[src/rtl/commit_arf.sv]
// Retirement stage: architectural register file plus rename-alias table, fed by the ROB commit port.
// Commits write the ARF and retire RAT mappings. Exceptions and mispredicts flush the RAT and redirect fetch.
module commit_arf #(
    parameter int                DATA_W       = 32,
    parameter int                TAG_W        = 4,
    parameter logic [DATA_W-1:0] HANDLER_PC   = 'h80,
    parameter int                FLUSH_CYCLES = 2
) (
    input  logic              clk,
    input  logic              rst,
    input  logic              rename_en,
    input  logic [4:0]        rename_rd,
    input  logic [TAG_W-1:0]  rename_tag,
    output logic              rename_ready,
    input  logic [4:0]        src1_reg,
    input  logic [4:0]        src2_reg,
    output logic              src1_ready,
    output logic              src2_ready,
    output logic [DATA_W-1:0] src1_val,
    output logic [DATA_W-1:0] src2_val,
    output logic [TAG_W-1:0]  src1_tag,
    output logic [TAG_W-1:0]  src2_tag,
    input  logic              commit_valid,
    output logic              commit_ready,
    input  logic [TAG_W-1:0]  commit_tag,
    input  logic              commit_wen,
    input  logic [4:0]        commit_dest,
    input  logic [DATA_W-1:0] commit_value,
    input  logic              commit_except,
    input  logic              commit_mispredict,
    input  logic [DATA_W-1:0] commit_target,
    output logic              flush,
    output logic [DATA_W-1:0] redirect_pc,
    output logic [31:0]       retired_count,
    output logic [15:0]       except_count
);
    localparam int CNT_W = (FLUSH_CYCLES > 1) ? $clog2(FLUSH_CYCLES) : 1;
    localparam logic [CNT_W-1:0] CNT_LOAD = CNT_W'(FLUSH_CYCLES - 1);

    typedef enum logic {RUN = 1'b0, FLUSHING = 1'b1} state_t;

    state_t             state_q, state_d;
    logic [CNT_W-1:0]   cnt_q;
    logic [DATA_W-1:0]  arf [32];
    logic [31:0]        rat_vld;
    logic [TAG_W-1:0]   rat_tag [32];
    logic               commit_fire, rename_fire, flush_trig, arf_wr, bypass_ok;
    logic [4:0]         src_reg [2];
    logic [1:0]         src_rdy;
    logic [DATA_W-1:0]  src_v [2];
    logic [TAG_W-1:0]   src_t [2];

    function automatic logic [15:0] sat_inc16(input logic [15:0] v);
        return (v == 16'hFFFF) ? v : v + 16'd1;
    endfunction

    assign commit_fire = commit_valid && commit_ready;
    assign rename_fire = rename_en && rename_ready;
    assign flush_trig  = commit_fire && (commit_except || commit_mispredict);
    assign arf_wr      = commit_fire && !commit_except && commit_wen && (commit_dest != 5'd0);
    // A faulting entry never produces a usable result, so it is never bypassed.
    assign bypass_ok   = commit_fire && commit_wen && !commit_except;

    always_ff @(posedge clk or posedge rst) begin
        if (rst) begin
            state_q <= RUN;
            cnt_q   <= '0;
        end else begin
            state_q <= state_d;
            if (flush_trig)
                cnt_q <= CNT_LOAD;
            else if (state_q == FLUSHING && cnt_q != '0)
                cnt_q <= cnt_q - 1'b1;
        end
    end

    always_comb begin
        state_d = state_q;
        case (state_q)
            RUN:      if (flush_trig) state_d = FLUSHING;
            FLUSHING: if (cnt_q == '0) state_d = RUN;
            default:  state_d = RUN;
        endcase
    end

    always_comb begin
        commit_ready = 1'b0;
        rename_ready = 1'b0;
        if (!rst && state_q == RUN) begin
            commit_ready = 1'b1;
            rename_ready = 1'b1;
        end
    end

    always_ff @(posedge clk or posedge rst) begin
        if (rst) begin
            for (int i = 0; i < 32; i++) arf[i] <= '0;
        end else if (arf_wr) begin
            arf[commit_dest] <= commit_value;
        end
    end

    // Later assignments win: a same-cycle rename overrides the commit's retirement of that entry.
    always_ff @(posedge clk or posedge rst) begin
        if (rst) begin
            rat_vld <= '0;
        end else if (flush_trig) begin
            rat_vld <= '0;
        end else begin
            if (commit_fire && rat_vld[commit_dest] && rat_tag[commit_dest] == commit_tag)
                rat_vld[commit_dest] <= 1'b0;
            if (rename_fire && rename_rd != 5'd0)
                rat_vld[rename_rd] <= 1'b1;
        end
    end

    always_ff @(posedge clk) begin
        if (rename_fire && !flush_trig && rename_rd != 5'd0)
            rat_tag[rename_rd] <= rename_tag;
    end

    always_ff @(posedge clk or posedge rst) begin
        if (rst) begin
            flush         <= 1'b0;
            redirect_pc   <= '0;
            retired_count <= '0;
            except_count  <= '0;
        end else begin
            flush <= flush_trig;
            if (flush_trig)
                redirect_pc <= commit_except ? HANDLER_PC : commit_target;
            if (commit_fire && !commit_except)
                retired_count <= retired_count + 32'd1;
            if (commit_fire && commit_except)
                except_count <= sat_inc16(except_count);
        end
    end

    assign src_reg[0] = src1_reg;
    assign src_reg[1] = src2_reg;

    always_comb begin
        for (int p = 0; p < 2; p++) begin
            src_rdy[p] = 1'b1;
            src_v[p]   = '0;
            src_t[p]   = '0;
            if (src_reg[p] != 5'd0) begin
                src_t[p] = rat_tag[src_reg[p]];
                if (!rat_vld[src_reg[p]])
                    src_v[p] = arf[src_reg[p]];
                else if (bypass_ok && rat_tag[src_reg[p]] == commit_tag)
                    src_v[p] = commit_value;
                else
                    src_rdy[p] = 1'b0;
            end
        end
    end

    assign src1_ready = src_rdy[0];
    assign src2_ready = src_rdy[1];
    assign src1_val   = src_v[0];
    assign src2_val   = src_v[1];
    assign src1_tag   = src_t[0];
    assign src2_tag   = src_t[1];

endmodule

[config.mk]
export PLATFORM = sky130hd
export DESIGN_NAME = commit_arf
export DESIGN_NICKNAME = d
export VERILOG_FILES = /design/src/rtl/commit_arf.sv
export SDC_FILE = /design/constraint.sdc
export NUM_CORES = 2
export LEC_CHECK = 0
export ABC_AREA = 1
export CORE_MARGIN = 2
export CORE_UTILIZATION = 43
export DETAILED_ROUTE_END_ITERATION = 6
export PLACE_DENSITY = 0.65
export RECOVER_POWER = 50
export SYNTH_ARGS = -nofsm -noshare
export SYNTH_HDL_FRONTEND = slang
export SYNTH_SLANG_ARGS = --single-unit
[constraint.sdc]
create_clock -name clk -period 84.9 [get_ports clk]
set_clock_uncertainty 0.2 [all_clocks]
set_input_delay 25.47 -clock clk [delete_from_list [all_inputs] [get_ports clk]]
set_output_delay 25.47 -clock clk [all_outputs]
set_load 0.005 [all_outputs]
==> impl_metrics.csv <==
group,metric,value,unit
run_status,outcome,"complete, but fails checks",
run_status,violations,"DRC, capacitance limit, slew limit",
cells_and_area,nets,9686,
global_route,antenna_found_initial,13,
detailed_routing,route.layer.met1.wl,109700,µm
timing,rsz0062_at_grt,"no",
power_and_ir_drop,power_density,19.70,nW/µm²
power_and_ir_drop,irDropWorstVdd,0.02232,mV
cells_and_area,final_core_util,47.61,%
detailed_routing,routed_wl,275900,µm
detailed_routing,drt-initial-drc-count,10266,
die,core_area,164600,µm²
synth,ys_warn_count,0,
detailed_routing,wl_met3,33290,µm
flow_run,drv_cap,16,
timing,setup_violations,0,
synth,synth.cells.most_frequent,"nand2_1 (2641), o21ai_0 (1851), dfrtp_1 (1139)",
clock_tree,cts_resized,0,
timing,final.setup.tns,0,ns
place,place_congestion,0.8937,
clock_tree,cts_setup_buffers,0,
detailed_routing,wire_per_inst,23.20,µm
cells_and_area,syn2layout_area_growth,10.24,%
timing,timing_hold_violations_final,0,
global_route,grt_max_degree,243,
clock_tree,cts.reportedPaths.clkPinSlew,0.06,ns
setup_path,cp-end-kind,"output port",
setup_path,cpLargestDelayFamily,"buffers and inverters",
global_route,overflow,0,
worst_hold_path,hp-class,"reg -> reg",
setup_path,critical_path.startpoint_type,"input pin",
setup_path,max_stage_delay,0.96,ns
die,die_h,410.6,µm
synth,yosys.area.top_type_share,40.09,%
timing,finalMaxSlewViolations,1199,
synth,ys_types,34,
clock_tree,cts.hold.buffers_added,0,
timing,whs,0.1749,ns
synth,synth-async-reset-ratio,89.90,%
synth,synth_flop_cell,"dfrtp_1",
timing,relSlewSlack,-545.2,%
clock_tree,cts_max_level,4,
global_route,grt_pass1_wl,412200,µm
synth,ys_seq_area_share,45.50,%
power_and_ir_drop,leakage,34.50,nW
die,die-area,168600,µm²
clock_tree,cts_root_buf,"clkbuf_16",
synth,synth_area_leaders,"dfrtp_1 (40%), nand2_1 (14%), o21ai_0 (13%)",
timing,worstMarginPinSlew,9.678,ns
place,dp_hpwl,143900,µm
global_route,first_global_vias,65901,
timing,period_needed,56.69,ns
detailed_routing,drc,11,
setup_path,cp_max_fo,209,
synth,synthCells,9979,
setup_path,slowest_stage,"buf_4",
setup_path,arrival,31.02,ns
detailed_routing,dr_wl_met2,118000,µm
synth,synth.most_common_cell,"nand2_1",
synth,synth_top_cell_by_area,"dfrtp_1",
synth,avgSynthCellArea,7.125,µm²
clock_tree,clock_sinks,1267,
clock_tree,clockBufferDepth,3,
synth,netlist_area,71100,µm²
cells_and_area,num-fill-cells,16120,
detailed_routing,dr.max_layer_used,"met5",
detailed_routing,drt-pass1-iter-count,7,
setup_path,cpMostUsedCell,"nand2_1",
die,std_cell_rows,149,
detailed_routing,ant_nets,0,
global_route,grt_use_total,31.87,%
setup_path,crit_required,59.23,ns
die,initial_utilization,43.19,%
setup_path,crit_chain,"buf_8, inv_8, buf_12, buf_4, nor2_1, a21oi_1, o21ai_0, nand2_1, nand3_1, nand2_1, o21ai_0, nand2_1, nand2_1, a21oi_1, clkdlybuf4s50_1",
die,die_width,410.6,µm
clock_tree,numCtsBuffers,148,
detailed_routing,num_vias,71318,
cells_and_area,drive_gt1_share,3.711,%
place,io_buffers,255,
synth,synth-edff-count,128,
setup_path,criticalPathCategory,"in -> out",
timing,period_share,66.77,%
die,ios,256,
clock_tree,insertion_delay,0.81,ns
clock_tree,cts_tree,"done",
timing,clock.fmax,0.01764,GHz
detailed_routing,viasPerCell,5.995,
setup_path,critPathBufInv,5,
synth,synth-seq-cells,1267,
-- metrics by stage --
step	cells	setup slack, ns	power [mW]	area [µm²]
finish	11896	28.21	1.544	78380
global route	11895	28.03	1.598	78380
CTS	11891	28.45	1.547	78540
detailed placement	11624	28.48	0.9009	73670
global placement	11624	28.50	0.8967	73670
floorplan	9982	27.15	0.8118	71110
-- state kept, by name, indices dropped and copies added, names as in the netlist --
register,flops
retired_count,32
flush,1
arf,1024
except_count,16
rat_tag,128
state_q,1
redirect_pc,32
cnt_q,1
rat_vld,32
-- per-layer routing --
layer | up-vias | track usage (%)
li1 | 32222 | -
met1 | 33516 | 43.77
met2 | 4623 | 47.80
met3 | 951 | 6.457
met4 | 6 | 15.99
met5 | - | 0
-- cell type report --
class | count | area (µm²) | share of cell area, %
Multi-Input combinational cell | 7220 | 32880 | 41.95
Timing Repair Buffer | 341 | 3207 | 4.092
Clock buffer | 228 | 4443 | 5.669
Inverter | 607 | 2327 | 2.969
Clock inverter | 39 | 421.7 | 0.5380
Sequential cell | 1267 | 32350 | 41.27
Antenna cell | 5 | 12.51 | 0.01596
Tap cell | 2189 | 2739 | 3.494
-- report_power, final --
| group | switching (mW) | internal (mW) | leakage, nW |
|---|---|---|---|
| combinational | 0.158 | 0.0716 | 15.2 |
| sequential | 0.0214 | 0.644 | 16.9 |
| clock | 0.266 | 0.383 | 2.40 |
| total | 0.445 | 1.10 | 34.5 |
-- final timing paths --
check	start	endpoint	slack [ns]	cells after the start
worst max-delay path	src1_reg[0]	src1_val[11]	28.21	15
worst min-delay path	arf[1006]	arf[1006]	0.17	0
worst max register to register	state_q	arf[736]	77.17	10
worst min register to register	arf[1006]	arf[1006]	0.17	0
max in group asynchronous	rst	arf[642]	40.77	4
min in group asynchronous	rst	except_count[2]	26.65	2
-- cells in the final DEF, fill, tap and decap left out, types with 5 or more instances in the layout --
cell type | Yosys | routed
inv_2 | 8 | 8
diode_2 | 0 | 5
nand3_1 | 776 | 776
clkbuf_8 | 0 | 29
nand2_4 | 0 | 23
clkbuf_16 | 0 | 155
xnor2_1 | 17 | 17
bufinv_16 | 0 | 8
a21oi_1 | 1038 | 1038
buf_4 | 18 | 71
dfrtp_1 | 1139 | 1139
nor2_4 | 2 | 6
a32oi_1 | 25 | 25
clkinv_2 | 0 | 23
dlygate4sd3_1 | 0 | 86
o211ai_1 | 44 | 44
clkdlybuf4s50_1 | 0 | 159
inv_8 | 0 | 5
o21ai_0 | 1851 | 1863
nand2_1 | 2641 | 2636
clkbuf_1 | 507 | 57
nand4_1 | 35 | 35
edfxtp_1 | 128 | 128
inv_1 | 598 | 589
nor2_1 | 575 | 575
a22oi_1 | 47 | 47
o21ai_1 | 83 | 71
nor3_1 | 19 | 19
xor2_1 | 26 | 26
-- logic make-up after synthesis --
family	share of synthesized area (%)
and+or+nand+nor	23.19
AOI/OAI and AO/OA	22.23
buffers and inverters	8.498
DFF	45.50
xor gates and xnor gates	0.5297
adders and majority gates	0.03519
other	0.005275
muxes	0.01584
Note: power is estimated with default switching activity, not from simulation.
